<file path="config.mk">
export PLATFORM = sky130hd
export DESIGN_NAME = axi_rd_arbiter_flat
export DESIGN_NICKNAME = d
export VERILOG_FILES = /design/src/rtl/axi_rd_arbiter_pkg.sv /design/src/rtl/axi_rd_arbiter_if.sv /design/src/rtl/axi_rd_arb_sel.sv /design/src/rtl/axi_rd_arbiter.sv /design/src/flat_wrapper.sv
export SDC_FILE = /design/constraint.sdc
export NUM_CORES = 1
export LEC_CHECK = 0
export CORE_ASPECT_RATIO = 0.8
export CORE_MARGIN = 1.5
export CORE_UTILIZATION = 32
export CTS_CLUSTER_DIAMETER = 30
export DETAILED_ROUTE_END_ITERATION = 8
export PLACE_DENSITY = 0.83
export SLEW_MARGIN = 15
export SYNTH_ARGS = -nofsm -noshare
export SYNTH_HDL_FRONTEND = slang
export SYNTH_SLANG_ARGS = --single-unit
</file>
<file path="constraint.sdc">
create_clock -name aclk -period 1.5 [get_ports aclk]
set_clock_uncertainty 0.1 [all_clocks]
set_input_delay 0.225 -clock aclk [delete_from_list [all_inputs] [get_ports aclk]]
set_output_delay 0.225 -clock aclk [all_outputs]
set_load 0.02 [all_outputs]
</file>
<file path="src/rtl/axi_rd_arbiter_pkg.sv">
// axi_rd_arbiter_pkg: shared encodings for the AXI read-channel arbiter.
// Used with the optional AXI_RD_ARB_RR_EN build macro (see axi_rd_arb_sel).
package axi_rd_arbiter_pkg;

    // Cache-side read request types
    localparam logic [2:0] RD_BYTE = 3'b000;
    localparam logic [2:0] RD_HALF = 3'b001;
    localparam logic [2:0] RD_WORD = 3'b010;
    localparam logic [2:0] RD_LINE = 3'b100;

    typedef enum logic [1:0] {
        ST_IDLE = 2'd0,
        ST_ADDR = 2'd1,
        ST_DATA = 2'd2
    } arb_state_e;

    localparam logic [1:0] AXI_BURST_INCR = 2'b01;
    localparam logic [2:0] AXI_SIZE_WORD  = 3'b010;

    localparam logic [3:0] IC_ID_DEF = 4'd0;
    localparam logic [3:0] DC_ID_DEF = 4'd1;

    // Line refills move whole words; single loads use the size bits of the type.
    function automatic logic [2:0] ar_size_of(input logic [2:0] rd_type);
        return (rd_type == RD_LINE) ? AXI_SIZE_WORD : {1'b0, rd_type[1:0]};
    endfunction

endpackage

</file>
<file path="src/rtl/axi_rd_arbiter_if.sv">
// axi_rd_arbiter_if: cache request/return ports plus the shared AXI AR/R channel.
// master = arbiter view, slave = caches and AXI slave view.
interface axi_rd_arbiter_if;
    logic        ic_rd_req;
    logic [2:0]  ic_rd_type;
    logic [31:0] ic_rd_addr;
    logic        ic_rd_rdy;
    logic        ic_ret_valid;
    logic        ic_ret_last;
    logic [31:0] ic_ret_data;

    logic        dc_rd_req;
    logic [2:0]  dc_rd_type;
    logic [31:0] dc_rd_addr;
    logic        dc_rd_rdy;
    logic        dc_ret_valid;
    logic        dc_ret_last;
    logic [31:0] dc_ret_data;

    logic [3:0]  arid;
    logic [31:0] araddr;
    logic [7:0]  arlen;
    logic [2:0]  arsize;
    logic [1:0]  arburst;
    logic        arvalid;
    logic        arready;

    logic [3:0]  rid;
    logic [31:0] rdata;
    logic [1:0]  rresp;
    logic        rlast;
    logic        rvalid;
    logic        rready;

    logic        rd_err;

    modport master (
        input  ic_rd_req, ic_rd_type, ic_rd_addr,
        output ic_rd_rdy, ic_ret_valid, ic_ret_last, ic_ret_data,
        input  dc_rd_req, dc_rd_type, dc_rd_addr,
        output dc_rd_rdy, dc_ret_valid, dc_ret_last, dc_ret_data,
        output arid, araddr, arlen, arsize, arburst, arvalid,
        input  arready,
        input  rid, rdata, rresp, rlast, rvalid,
        output rready,
        output rd_err
    );

    modport slave (
        output ic_rd_req, ic_rd_type, ic_rd_addr,
        input  ic_rd_rdy, ic_ret_valid, ic_ret_last, ic_ret_data,
        output dc_rd_req, dc_rd_type, dc_rd_addr,
        input  dc_rd_rdy, dc_ret_valid, dc_ret_last, dc_ret_data,
        input  arid, araddr, arlen, arsize, arburst, arvalid,
        output arready,
        output rid, rdata, rresp, rlast, rvalid,
        input  rready,
        input  rd_err
    );
endinterface

</file>
<file path="src/rtl/axi_rd_arb_sel.sv">
// axi_rd_arb_sel: two-requester grant logic for the read arbiter.
// Default: dc has fixed priority over ic.
// AXI_RD_ARB_RR_EN: round-robin, the requester not granted last wins on contention.
module axi_rd_arb_sel (
    input  logic clk_i,
    input  logic rst_n_i,
    input  logic idle_i,
    input  logic ic_req_i,
    input  logic dc_req_i,
    output logic sel_dc_o,
    output logic ic_rdy_o,
    output logic dc_rdy_o
);
    logic last_dc_q;
    logic last_dc_d;
    logic sel_dc;

`ifdef AXI_RD_ARB_RR_EN
    assign sel_dc = dc_req_i & (~ic_req_i | ~last_dc_q);
`else
    logic unused_last_dc;
    assign unused_last_dc = last_dc_q;
    assign sel_dc = dc_req_i;
`endif

    assign sel_dc_o = sel_dc;
    assign ic_rdy_o = idle_i & ic_req_i & ~sel_dc;
    assign dc_rdy_o = idle_i & sel_dc;

    // Any request seen in IDLE is granted that cycle, so record who won.
    assign last_dc_d = (idle_i & (ic_req_i | dc_req_i)) ? sel_dc : last_dc_q;

    // Last-granted register; reset favours dc on the first contention.
    always_ff @(posedge clk_i or negedge rst_n_i) begin
        if (!rst_n_i) begin
            last_dc_q <= 1'b0;
        end else begin
            last_dc_q <= last_dc_d;
        end
    end
endmodule

</file>
<file path="src/rtl/axi_rd_arbiter.sv">
// axi_rd_arbiter: shares one AXI read channel between icache and dcache.
// One outstanding read; R beats pass straight through to the granted port.
// Optional macro AXI_RD_ARB_RR_EN: round-robin grant and rid checking.
module axi_rd_arbiter
    import axi_rd_arbiter_pkg::*;
#(
    parameter int         LINE_WORDS = 4,
    parameter logic [3:0] IC_ID      = IC_ID_DEF,
    parameter logic [3:0] DC_ID      = DC_ID_DEF
) (
    input  logic             aclk,
    input  logic             aresetn,
    axi_rd_arbiter_if.master bus
);
    localparam logic [7:0] LINE_LEN = 8'(LINE_WORDS - 1);

    arb_state_e  state_q;
    logic        gnt_q;
    logic        arvalid_q;
    logic        rready_q;
    logic [3:0]  arid_q;
    logic [31:0] araddr_q;
    logic [7:0]  arlen_q;
    logic [2:0]  arsize_q;

    logic        idle;
    logic        sel_dc;
    logic        ic_rdy;
    logic        dc_rdy;
    logic        accept;
    logic [2:0]  req_type;
    logic [31:0] req_addr;
    logic        beat_ok;
    logic        rid_bad;

    assign idle = (state_q == ST_IDLE);

    axi_rd_arb_sel u_sel (
        .clk_i    (aclk),
        .rst_n_i  (aresetn),
        .idle_i   (idle),
        .ic_req_i (bus.ic_rd_req),
        .dc_req_i (bus.dc_rd_req),
        .sel_dc_o (sel_dc),
        .ic_rdy_o (ic_rdy),
        .dc_rdy_o (dc_rdy)
    );

    // dc_rdy already implies dc_rd_req
    assign accept   = (ic_rdy & bus.ic_rd_req) | dc_rdy;
    assign req_type = sel_dc ? bus.dc_rd_type : bus.ic_rd_type;
    assign req_addr = sel_dc ? bus.dc_rd_addr : bus.ic_rd_addr;

    // Request/address/data sequencing with registered AR fields and rready.
    always_ff @(posedge aclk or negedge aresetn) begin
        if (!aresetn) begin
            state_q   <= ST_IDLE;
            gnt_q     <= 1'b0;
            arvalid_q <= 1'b0;
            rready_q  <= 1'b0;
            arid_q    <= 4'd0;
            araddr_q  <= 32'd0;
            arlen_q   <= 8'd0;
            arsize_q  <= 3'd0;
        end else begin
            case (state_q)
                ST_IDLE: begin
                    if (accept) begin
                        gnt_q     <= sel_dc;
                        arid_q    <= sel_dc ? DC_ID : IC_ID;
                        araddr_q  <= req_addr;
                        arlen_q   <= (req_type == RD_LINE) ? LINE_LEN : 8'd0;
                        arsize_q  <= ar_size_of(req_type);
                        arvalid_q <= 1'b1;
                        state_q   <= ST_ADDR;
                    end
                end
                ST_ADDR: begin
                    if (bus.arready) begin
                        arvalid_q <= 1'b0;
                        rready_q  <= 1'b1;
                        state_q   <= ST_DATA;
                    end
                end
                ST_DATA: begin
                    if (bus.rvalid && bus.rlast) begin
                        rready_q <= 1'b0;
                        state_q  <= ST_IDLE;
                    end
                end
                default: begin
                    arvalid_q <= 1'b0;
                    rready_q  <= 1'b0;
                    state_q   <= ST_IDLE;
                end
            endcase
        end
    end

    assign bus.ic_rd_rdy = ic_rdy;
    assign bus.dc_rd_rdy = dc_rdy;

    assign bus.arid    = arid_q;
    assign bus.araddr  = araddr_q;
    assign bus.arlen   = arlen_q;
    assign bus.arsize  = arsize_q;
    assign bus.arburst = AXI_BURST_INCR;
    assign bus.arvalid = arvalid_q;
    assign bus.rready  = rready_q;

    // rready is only high in DATA, so an accepted beat is rready & rvalid.
    assign beat_ok = rready_q & bus.rvalid;

    assign bus.ic_ret_valid = beat_ok & ~gnt_q;
    assign bus.ic_ret_last  = beat_ok & ~gnt_q & bus.rlast;
    assign bus.ic_ret_data  = bus.rdata;
    assign bus.dc_ret_valid = beat_ok & gnt_q;
    assign bus.dc_ret_last  = beat_ok & gnt_q & bus.rlast;
    assign bus.dc_ret_data  = bus.rdata;

`ifdef AXI_RD_ARB_RR_EN
    assign rid_bad = beat_ok & (bus.rid != arid_q);
`else
    logic unused_rid;
    assign unused_rid = ^bus.rid;
    assign rid_bad = 1'b0;
`endif

    assign bus.rd_err = (beat_ok & (bus.rresp != 2'b00)) | rid_bad;

endmodule

</file>
<file path="src/flat_wrapper.sv">
// flat-port wrapper written by rule: the top's interface ports become plain ports
module axi_rd_arbiter_flat import axi_rd_arbiter_pkg::*;
#(
    parameter int         LINE_WORDS = 4,
    parameter logic [3:0] IC_ID      = IC_ID_DEF,
    parameter logic [3:0] DC_ID      = DC_ID_DEF
)
  (aclk, aresetn, bus_ic_rd_req, bus_ic_rd_type, bus_ic_rd_addr, bus_ic_rd_rdy, bus_ic_ret_valid, bus_ic_ret_last, bus_ic_ret_data, bus_dc_rd_req, bus_dc_rd_type, bus_dc_rd_addr, bus_dc_rd_rdy, bus_dc_ret_valid, bus_dc_ret_last, bus_dc_ret_data, bus_arid, bus_araddr, bus_arlen, bus_arsize, bus_arburst, bus_arvalid, bus_arready, bus_rid, bus_rdata, bus_rresp, bus_rlast, bus_rvalid, bus_rready, bus_rd_err);
  axi_rd_arbiter_if bus_i ();
  input  logic aclk;
  input  logic aresetn;
  input wire logic [$bits(bus_i.ic_rd_req)-1:0] bus_ic_rd_req;
  input wire logic [$bits(bus_i.ic_rd_type)-1:0] bus_ic_rd_type;
  input wire logic [$bits(bus_i.ic_rd_addr)-1:0] bus_ic_rd_addr;
  output wire logic [$bits(bus_i.ic_rd_rdy)-1:0] bus_ic_rd_rdy;
  output wire logic [$bits(bus_i.ic_ret_valid)-1:0] bus_ic_ret_valid;
  output wire logic [$bits(bus_i.ic_ret_last)-1:0] bus_ic_ret_last;
  output wire logic [$bits(bus_i.ic_ret_data)-1:0] bus_ic_ret_data;
  input wire logic [$bits(bus_i.dc_rd_req)-1:0] bus_dc_rd_req;
  input wire logic [$bits(bus_i.dc_rd_type)-1:0] bus_dc_rd_type;
  input wire logic [$bits(bus_i.dc_rd_addr)-1:0] bus_dc_rd_addr;
  output wire logic [$bits(bus_i.dc_rd_rdy)-1:0] bus_dc_rd_rdy;
  output wire logic [$bits(bus_i.dc_ret_valid)-1:0] bus_dc_ret_valid;
  output wire logic [$bits(bus_i.dc_ret_last)-1:0] bus_dc_ret_last;
  output wire logic [$bits(bus_i.dc_ret_data)-1:0] bus_dc_ret_data;
  output wire logic [$bits(bus_i.arid)-1:0] bus_arid;
  output wire logic [$bits(bus_i.araddr)-1:0] bus_araddr;
  output wire logic [$bits(bus_i.arlen)-1:0] bus_arlen;
  output wire logic [$bits(bus_i.arsize)-1:0] bus_arsize;
  output wire logic [$bits(bus_i.arburst)-1:0] bus_arburst;
  output wire logic [$bits(bus_i.arvalid)-1:0] bus_arvalid;
  input wire logic [$bits(bus_i.arready)-1:0] bus_arready;
  input wire logic [$bits(bus_i.rid)-1:0] bus_rid;
  input wire logic [$bits(bus_i.rdata)-1:0] bus_rdata;
  input wire logic [$bits(bus_i.rresp)-1:0] bus_rresp;
  input wire logic [$bits(bus_i.rlast)-1:0] bus_rlast;
  input wire logic [$bits(bus_i.rvalid)-1:0] bus_rvalid;
  output wire logic [$bits(bus_i.rready)-1:0] bus_rready;
  output wire logic [$bits(bus_i.rd_err)-1:0] bus_rd_err;
  assign bus_i.ic_rd_req = bus_ic_rd_req;
  assign bus_i.ic_rd_type = bus_ic_rd_type;
  assign bus_i.ic_rd_addr = bus_ic_rd_addr;
  assign bus_ic_rd_rdy = bus_i.ic_rd_rdy;
  assign bus_ic_ret_valid = bus_i.ic_ret_valid;
  assign bus_ic_ret_last = bus_i.ic_ret_last;
  assign bus_ic_ret_data = bus_i.ic_ret_data;
  assign bus_i.dc_rd_req = bus_dc_rd_req;
  assign bus_i.dc_rd_type = bus_dc_rd_type;
  assign bus_i.dc_rd_addr = bus_dc_rd_addr;
  assign bus_dc_rd_rdy = bus_i.dc_rd_rdy;
  assign bus_dc_ret_valid = bus_i.dc_ret_valid;
  assign bus_dc_ret_last = bus_i.dc_ret_last;
  assign bus_dc_ret_data = bus_i.dc_ret_data;
  assign bus_arid = bus_i.arid;
  assign bus_araddr = bus_i.araddr;
  assign bus_arlen = bus_i.arlen;
  assign bus_arsize = bus_i.arsize;
  assign bus_arburst = bus_i.arburst;
  assign bus_arvalid = bus_i.arvalid;
  assign bus_i.arready = bus_arready;
  assign bus_i.rid = bus_rid;
  assign bus_i.rdata = bus_rdata;
  assign bus_i.rresp = bus_rresp;
  assign bus_i.rlast = bus_rlast;
  assign bus_i.rvalid = bus_rvalid;
  assign bus_rready = bus_i.rready;
  assign bus_rd_err = bus_i.rd_err;
  axi_rd_arbiter #(.LINE_WORDS(LINE_WORDS), .IC_ID(IC_ID), .DC_ID(DC_ID)) u_core (.aclk(aclk), .aresetn(aresetn), .bus(bus_i));
endmodule
</file>
==> flow_summary.ini <==
[die]
dieWidth_um = 105.2
rows = 29
die_area_um2 = 8913
start_util = 0.3333
die_y_um = 84.74
core_um2 = 8019
pin_count = 237

[finish]
diodes = 0
multi_input_area_um2 = 1031
area.growth.synth_to_final_pct = 40.31
final_cells = 453
final_common_cell = clkdlybuf4s50_1
fill_cells = 772
nets = 459
layout_common_cells = clkdlybuf4s50_1 (76), a21oi_1 (39), dfrtp_1 (39)
ff_latch_area_um2 = 1002
drive_gt1_frac = 0.2348

[routing]
drt_first_pass_iters = 4
avgViaCountPerCell = 4.678
drc = 0
routed.top_layer = met4
wl_per_cell_um = 15.90
route.met3.wl_um = 630
routed_wl_um = 7204
initialDrtViolationCount = 39
m1WireLength_um = 2639
postRouteAntennaNets = 0
vias = 2119
wl_met2_um = 3901

[power]
p_total_uw = 6737
peakVddDrop_v = 0.0006177
p_comb_frac = 0.585
sequentialPowerShare = 0.284
power.switching_uw = 2793
p_int_uw = 3944
clockPowerShare = 0.132
power.density_nw_per_um2 = 1797
p_sw_frac = 0.4146
p_leak_uw = 0.001627

[worst_hold_path]
hp-start = bus_dc_rd_req
hold_path.class = primary input to flop
min_to = u_core.bus.arlen[0]
hold_path_depth = 3

[synthesis]
yosys_warnings = 0
yosysTopAreaCell = dfrtp_1
syn_area_um2 = 2673
ys_ff_latch = 40
yosys-top-cells-area = dfrtp_1 (37%), buf_4 (22%), mux2i_1 (13%)
synthCells = 269
ys_types = 24
seq_area_frac_synth = 0.3745
synth_top_area_frac = 0.3745
avgSynthCellArea_um2 = 9.935

[cts]
htree_levels = 2
clk_latency_ns = 0.29
cts_sinks = 40
cts_made_buffers = 5
cts-root-buf = clkbuf_8
cts_buffer_depth = 2
cts_tree = done
clk_pin_slew_ns = 0.08

[status]
violations = negative setup slack
status = finished, violations left

[timing]
fmax_ghz = 0.6633
slew_viol_final = 0
finalCritPeriodShare = 1.005
min_period_ns = 1.508
rsz0062_at_grt = true
setup_violations = 1
hold_viol = 0
finalWorstSetupSlack_ns = -0.007699

[critical_path]
critPathMaxStageDelay_ns = 0.44
r2r_cells = 5
path_cells = nor2_4, and2_4, buf_6
slowest_stage = dfrtp_2
critical_path_class = flop to output port
critPathRequiredTime_ns = 1.17
r2r_start = u_core.state_q[0]
r2r-end = u_core.bus.araddr[25]
setup.worst_path.start_class = flop
cp_max_fo = 3
r2r_setup_slack_ns = 0.11
end_kind = output port
cp.arrival_ns = 1.18

[placed_design]
place_hpwl_um = 5379
gp_congestion = 0.7044
port_buffers = 124
post-place-ws_ns = -0.4151
dp.cells = 434

[global_routing]
grt-ovfl-total = 0
grt_pass1_vias = 2166
grt_max_degree = 41
grt_use_total = 0.1594
antenna_found_initial = 0
grt_first_pass_wirelength_um = 11160

[run]
cap_viol_max_count = 0
-- worst max-delay path, delay by kind of cell (launching register included) --
kind,cells,cell delay [ns]
and+or+nand+nor,2,0.34
buffers and inverters,1,0.11
DFF,1,0.44
-- cell families (layout without fill, tap and decap cells) --
logic type,after synthesis,after routing,share of synthesized area
buffers and inverters,95,161,0.2608
AOI/OAI and AO/OA,77,77,0.1910
DFF,40,40,0.3745
muxes,34,34,0.1273
and+or+nand+nor,21,21,0.04354
other,2,12,0.002810
-- synth_stat cells --
cell type and number:
nor2_1 8, nand3_1 1, clkbuf_1 3, o21ai_0 3, buf_4 78, or4b_1 1
a31oi_1 1, a41oi_1 1, dfrtp_1 40, buf_2 8, a21o_1 3, conb_1 2
inv_1 1, buf_6 5, nor4b_1 1, and2_4 1, a21oi_1 39, or2_1 1
mux2i_1 34, nand3b_1 2, nand4bb_1 1, and2_1 1, a21oi_2 30, nand2_1 4
-- state kept, by name, summed over array words and instances (netlist names) --
name / count
u_core.bus.araddr: 32
u_core.bus.arsize: 2
u_core.state_q: 2
u_core.bus.arlen: 1
u_core.bus.arvalid: 1
u_core.bus.rready: 1
u_core.gnt_q: 1
-- metal layers --
layer  vias to the layer above  GRT usage
met5                         -          0
li1                        984          -
met4                         0    0.02864
met1                      1002     0.1627
met3                         4    0.06289
met2                       129     0.3090
-- stage by stage --
| step | hold slack, ns | setup TNS (ns) | util | instance area, um2 |
|---|---|---|---|---|
| final | 0.2070 | -0.007699 | 0.4676 | 3750 |
| after global routing | 0.2116 | -0.08836 | 0.4676 | 3750 |
| after CTS | 0.2083 | -0.06121 | 0.4595 | 3685 |
| after detailed placement | 0.1205 | -11.19 | 0.4442 | 3562 |
| after global placement | 0.1141 | -9.712 | 0.4442 | 3562 |
| after floorplan | -0.1706 | 0 | - | 2716 |
-- how the worst max path moves through the flow --
stage | start | to | slack [ns] | cells past startpoint
6_report | u_core.state_q[0] | bus_dc_rd_rdy | -0.008 | 3
5_1_grt | u_core.state_q[0] | bus_dc_rd_rdy | -0.04 | 3
4_1_cts | u_core.state_q[1] | bus_dc_rd_rdy | -0.04 | 3
3_5_place_dp | bus_rvalid | bus_dc_ret_last | -0.42 | 4
3_3_place_gp | bus_rvalid | bus_dc_ret_last | -0.40 | 4
2_1_floorplan | bus_dc_rd_req | bus_ic_rd_rdy | 0.03 | 3
-- power by group through the flow --
stage	registers [uW]	clock network, uW	logic [uW]
finish	1910	887	3940
global route	1980	961	4220
CTS	1910	920	3790
detailed placement	1960	0	3860
global placement	1940	0	3770
floorplan	2530	0	1760
-- layout make-up --
| type | instances | area share |
|---|---|---|
| multi-input cells | 144 | 0.2749 |
| clock inverters | 3 | 0.01134 |
| well taps | 108 | 0.03604 |
| flip-flops and latches | 40 | 0.2673 |
| inverters | 1 | 0.001001 |
| clock buffers | 5 | 0.01835 |
| repair buffers | 152 | 0.3911 |
-- what timing repair did --
action | 4_1_cts | 5_1_grt
setup endpoints to repair | 83 | 36
pin swaps | 2 | 2
hold endpoints to repair | 40 | 0
hold buffers | 1 | 0
gates cloned | 1 | 0
buffers inserted | 4 | 5
resized for setup | 75 | 9
(Power assumes the default switching activity.)
